<file path="src/rtl/alu_seq.sv">
// alu_seq: multi-cycle ALU with valid/ready handshakes and an iterative mul/div engine
module alu_seq #(
  parameter int n = 8
) (
  input  logic         clk,
  input  logic         rst_n,
  input  logic         in_valid,
  output logic         in_ready,
  input  logic [n-1:0] a,
  input  logic [n-1:0] b,
  input  logic [6:0]   op,
  input  logic         cin,
  output logic         out_valid,
  input  logic         out_ready,
  output logic [n-1:0] out,
  output logic [n-1:0] out_hi,
  output logic         cout,
  output logic         overflow,
  output logic         sign,
  output logic         zero,
  output logic         div_zero
);
  localparam int cw = $clog2(n);
  localparam logic [n-1:0] n_val = n'(n);
  localparam logic [cw-1:0] last_cnt = cw'(n - 1);
  typedef enum logic [1:0] {st_idle, st_busy, st_done} state_t;
  state_t st;
  logic [cw-1:0] cnt;
  logic [3:0] f_r;
  logic inv_r, neg_r;
  logic [n-1:0] acc, q, d;
  logic [3:0] f;
  logic take, iter, in_mul;
  logic [n-1:0] ma, mb;
  logic [n-1:0] x, y, bb, asr, rot, rol, ror, s_lo, s_hi, s_out;
  logic [n:0] sum;
  logic big, s_c, s_v, s_dz, s_zero;
  logic [n:0] msum, t;
  logic [n-1:0] td, nacc, nq, f_lo, f_hi, f_out;
  logic [2*n-1:0] prod;
  logic ge, is_mul, f_v;
  assign f = op[3:0];
  assign in_ready = (st == st_idle) | ((st == st_done) & out_ready);
  assign take = in_valid & in_ready;
  assign in_mul = (f == 4'd7) | (f == 4'd8);
  assign iter = in_mul | (((f == 4'd13) | (f == 4'd14)) & (|b));
  // signed multiply runs on magnitudes; the sign is restored after the last step
  always_comb begin
    ma = ((f == 4'd8) & a[n-1]) ? -a : a;
    mb = ((f == 4'd8) & b[n-1]) ? -b : b;
  end
  // single-cycle result from the operands presented at acceptance
  always_comb begin
    x = op[5] ? ~a : a;
    y = op[6] ? ~b : b;
    bb = (f == 4'd9) ? ~b : b;
    sum = {1'b0, a} + {1'b0, bb} + {{n{1'b0}}, cin};
    big = b >= n_val;
    asr = $signed(a) >>> b;
    rot = b % n_val;
    rol = (a << rot) | (a >> (n_val - rot));
    ror = (a >> rot) | (a << (n_val - rot));
    s_lo = '0;
    s_hi = '0;
    s_c = 1'b0;
    s_v = 1'b0;
    s_dz = 1'b0;
    case (f)
      4'd0: s_lo = x & y;
      4'd1: s_lo = x | y;
      4'd2: s_lo = x ^ y;
      4'd3: s_lo = ~x;
      4'd4: s_lo = big ? '0 : a >> b;
      4'd5: s_lo = big ? '0 : a << b;
      4'd6: s_lo = big ? {n{a[n-1]}} : asr;
      4'd9, 4'd10: begin
        s_lo = sum[n-1:0];
        s_c = sum[n];
        s_v = (a[n-1] == bb[n-1]) & (sum[n-1] != a[n-1]);
      end
      4'd11: s_lo = rol;
      4'd12: s_lo = ror;
      4'd13: begin
        s_lo = '1;
        s_hi = a;
        s_dz = 1'b1;
      end
      4'd14: begin
        s_lo = a;
        s_hi = '1;
        s_dz = 1'b1;
      end
      default: s_lo = '0;
    endcase
    s_out = (f == 4'd15) ? '0 : s_lo ^ {n{op[4]}};
    s_zero = (f != 4'd15) & ~|s_out;
  end
  // one shift-add (mul) or restoring shift-subtract (div) step, plus the final result
  always_comb begin
    is_mul = (f_r == 4'd7) | (f_r == 4'd8);
    msum = {1'b0, acc} + (q[0] ? {1'b0, d} : '0);
    t = {acc, q[n-1]};
    ge = t >= {1'b0, d};
    td = t[n-1:0] - d;
    nacc = is_mul ? msum[n:1] : (ge ? td : t[n-1:0]);
    nq = is_mul ? {msum[0], q[n-1:1]} : {q[n-2:0], ge};
    prod = neg_r ? -{nacc, nq} : {nacc, nq};
    f_lo = is_mul ? prod[n-1:0] : ((f_r == 4'd13) ? nq : nacc);
    f_hi = is_mul ? prod[2*n-1:n] : ((f_r == 4'd13) ? nacc : nq);
    f_v = (f_r == 4'd7) ? |prod[2*n-1:n] : (f_r == 4'd8) & (prod[2*n-1:n] != {n{prod[n-1]}});
    f_out = f_lo ^ {n{inv_r}};
  end
  // handshake FSM, iteration engine and registered result
  always_ff @(posedge clk or negedge rst_n) begin
    if (!rst_n) begin
      st <= st_idle;
      cnt <= '0;
      f_r <= '0;
      inv_r <= 1'b0;
      neg_r <= 1'b0;
      acc <= '0;
      q <= '0;
      d <= '0;
      out_valid <= 1'b0;
      out <= '0;
      out_hi <= '0;
      cout <= 1'b0;
      overflow <= 1'b0;
      sign <= 1'b0;
      zero <= 1'b0;
      div_zero <= 1'b0;
    end else if (take && iter) begin
      st <= st_busy;
      cnt <= '0;
      out_valid <= 1'b0;
      f_r <= f;
      inv_r <= op[4];
      neg_r <= (f == 4'd8) & (a[n-1] ^ b[n-1]);
      acc <= '0;
      q <= in_mul ? mb : a;
      d <= in_mul ? ma : b;
    end else if (take) begin
      st <= st_done;
      out_valid <= 1'b1;
      out <= s_out;
      out_hi <= s_hi;
      cout <= s_c;
      overflow <= s_v;
      sign <= s_out[n-1];
      zero <= s_zero;
      div_zero <= s_dz;
    end else if (st == st_busy) begin
      acc <= nacc;
      q <= nq;
      cnt <= cnt + 1'b1;
      if (cnt == last_cnt) begin
        st <= st_done;
        out_valid <= 1'b1;
        out <= f_out;
        out_hi <= f_hi;
        cout <= 1'b0;
        overflow <= f_v;
        sign <= f_out[n-1];
        zero <= ~|f_out;
        div_zero <= 1'b0;
      end
    end else if ((st == st_done) && out_ready) begin
      st <= st_idle;
      out_valid <= 1'b0;
    end
  end
endmodule

</file>
<file path="config.mk">
export PLATFORM = sky130hd
export DESIGN_NAME = alu_seq
export DESIGN_NICKNAME = d
export VERILOG_FILES = /design/src/rtl/alu_seq.sv
export SDC_FILE = /design/constraint.sdc
export NUM_CORES = 1
export LEC_CHECK = 0
export ABC_AREA = 1
export ABC_CLOCK_PERIOD_IN_PS = 2600
export CAP_MARGIN = 20
export CORE_AREA = 10 10 146 108
export CTS_BUF_LIST = sky130_fd_sc_hd__clkbuf_4 sky130_fd_sc_hd__clkbuf_8
export DETAILED_ROUTE_END_ITERATION = 16
export DIE_AREA = 0 0 156 118
export DONT_BUFFER_PORTS = 1
export PLACE_DENSITY = 0.78
export SLEW_MARGIN = 30
export SYNTH_ARGS = -nofsm -noshare
export SYNTH_HDL_FRONTEND = slang
export SYNTH_SLANG_ARGS = --single-unit
</file>
<file path="constraint.sdc">
create_clock -name clk -period 2.6 [get_ports clk]
set_input_delay 0.26 -clock clk [delete_from_list [all_inputs] [get_ports clk]]
set_output_delay 0.26 -clock clk [all_outputs]
set_load 0.1 [all_outputs]
</file>
==> out/metrics.cfg <==
[status]
status = finished, violations left
violations = negative setup slack

[grt]
grt_util_all_layers_pct = 31.6
grt_start_max_net_pins = 56
grt_pass1_wl_mm = 47.1
grt_pass1_vias = 8705
antenna_found_initial = 0
grt-ovfl-total = 0

[cts]
cts_tree = built
cts.sinks = 55
cts_max_path_buffers = 2
cts.clk_slew.worst_paths_ns = 0.12
clk_latency_ns = 0.34
clock_tree.root_cell = clkbuf_8
htreeDepth = 2
cts_buffers = 5

[placement]
io_buffers = 0
finalWeightedCongestion = 1.03
place_ws_ns = -0.424
place_area_sq_um = 8900
hpwlAfterDp_mm = 23.9

[floorplanning]
core-area_sq_um = 12900
io_pins = 51
die_y_um = 118
die-area_sq_um = 18400
die_x_um = 156
row_count = 35
initial_core_util_pct = 59.2

[worst_setup_path]
end_kind = register
crit_arrival_ns = 3.09
critPathKind = reg -> reg
critPathLaunchType = register
rr_endpoint = overflow
r2r-start = acc[0]
crit_required_ns = 2.83
worstPathMaxFanout = 8
reg2reg_slack_ns = -0.26
reg2regPathDepth = 21

[timing]
setup_viol = 16
relSlewSlack_pct = 34.2
rsz0062_at_grt = true
fin_skew_ns = 0.00768
max_freq_mhz = 350
layout_min_cycle_time_ns = 2.86
worst_slew_pin_slew_ns = 0.987
drv_slew = 0
fin_crit_sh_pct = 110
hold_viol_final = 0
hold_ws_ns = 0.0919
postLayoutSetupSlackWorst_ns = -0.261

[hold_path]
hold_class = in -> reg
hold-path-endpoint = d[0]
hold_start = b[0]
hold_depth = 2

[synth]
synth-seq-cells = 55
syn-instance-count = 1271
netlist_area_sq_um = 7650
synthArstFlopShare_pct = 100
synth_area_leader_cell = dfrtp_1
synthTopCellsByArea = dfrtp_1, nand2_1, inv_1, o21ai_0, ha_1
synth.yosys.seq_area_share_pct = 18.0
synth.top_cell.area_share_pct = 18.0
synth_commonest_cells = nand2_1, inv_1, o21ai_0, nor2_1, nand3_1
synth.distinct_cells = 56
post-synth-top-count-cell = nand2_1
syn_avg_cell_area_sq_um = 6.02
synth_fp_nets = 1347
synth_flop_cell = dfrtp_1
synth_edf_count = 0
ys_warn_count = 0

[drt]
num_vias = 9718
drc = 0
viasPerCell = 6.22
drtAntennaViolNets = 0
wl_per_cell_um = 20.0
wl_met3_mm = 5.63
dr.pass1.iters = 7
m1WireLength_mm = 12.9
wl_met2_mm = 12.0
drt_iter0_markers = 1576
highest_layer = met4
routed_wl_mm = 31.3

[final_layout]
layout-drive-gt1-share_pct = 24.6
design_area_sq_um = 9540
antennaDiodeCount = 0
nNetsFinal = 1472
syn_to_final_growth_pct = 24.6
postLayoutCoreUtil_pct = 73.8

[power_and_ir_drop]
cellLeakagePower_nw = 4.83
p_per_area_nw_per_um2 = 1350
vdd_ir_drop_max_uv = 1270
total_power_w = 0.0129

[flow_run]
cap_violations = 0

layer usage:
metal | up-vias | track usage [%]
met3 | 83 | 14.8
met5 | - | 0
met2 | 734 | 42.4
met4 | 0 | 5.94
met1 | 4452 | 44.7
li1 | 4449 | -
cell type report:
| class | count | area, sq um |
|---|---|---|
| multi-input combinational | 994 | 5900 |
| timing repair buffer | 163 | 1280 |
| inverter | 177 | 664 |
| sequential | 55 | 1380 |
| tap | 166 | 208 |
| clock inverter | 3 | 27.5 |
| fill | 1087 | 3380 |
| clock buffer | 5 | 68.8 |
registers in the layout (all words and copies together), names as in the netlist:
register   cells
acc            8
cnt            3
cout           1
d              8
div_zero       1
f_r            4
inv_r          1
neg_r          1
out            8
out_hi         8
out_valid      1
overflow       1
q              8
st             1
zero           1
cell usage in the layout, fill, tap and decap left out, drive strengths merged, types with 3 or more instances in the layout:
cell / instances
o21ai: 129
fa: 4
xnor2: 14
xor2: 26
nand4: 21
dfrtp: 55
o211ai: 14
inv: 177
a22o: 4
a21oi: 56
clkbuf: 5
o22ai: 27
a22oi: 5
nand3: 103
ha: 44
nand2: 361
a31oi: 12
or2: 8
o221ai: 5
nor3: 9
nor2: 120
o21bai: 3
a211oi: 6
buf: 162
o21a: 3
power breakdown:
part           total, W  internal, W  switching, W
clock network  0.000556     0.000201      0.000354
registers       0.00248      0.00121       0.00126
logic           0.00982      0.00402       0.00580
repair_timing:
item                                    CTS  global route
endpoints found under the setup margin   16            18
gates cloned                              0             0
hold buffers                              2             0
hold endpoints to repair                 55             0
setup buffers                             4             9
gates resized for setup                  50            70
pin swaps                                26            21
worst max-delay path by stage:
stage,startpoint,end,slack (ns)
5_1_grt,acc[0],overflow,-0.49
4_1_cts,d[6],zero,-0.12
6_report,acc[0],overflow,-0.26
2_1_floorplan,op[0],zero,-0.06
3_5_place_dp,op[3],zero,-0.42
3_3_place_gp,op[3],zero,-0.32
worst max-delay path: stages (launching register included):
cell and delay [ns]:
dfrtp_1 0.43, buf_6 0.14, ha_4 0.28, nand2_1 0.05, nor2_1 0.08, nand2_1 0.09
nand3_2 0.12, nand2_4 0.12, nand2_4 0.17, nand2_1 0.08, nand3_1 0.09, nand2_2 0.12
nor2_1 0.18, nand2_2 0.09, nand2_2 0.08, nand2_1 0.08, nand2_1 0.13, nand4_1 0.12
nor2_1 0.10, nand2_1 0.05, nand3_1 0.08, a21oi_1 0.07
per-stage QoR:
step                      cells  TNS [ns]
after detailed placement   1540     -3.63
after floorplan            1271   -0.0568
after global routing       1563     -4.71
after global placement     1540     -2.57
final                      1563     -1.75
after CTS                  1554    -0.574
kinds of logic (layout without fill, tap and decap cells):
logic type / after synthesis / in the layout / synth area share (%)
adders and majority gates: 48 / 48 / 8.24
AOI/OAI and AO/OA: 278 / 278 / 21.0
and+or+nand+nor: 628 / 628 / 36.3
xor gates and xnor gates: 40 / 40 / 4.68
DFF: 55 / 55 / 18.0
buffers and inverters: 222 / 348 / 11.8
No activity file was read; power rests on OpenSTA's default activity.
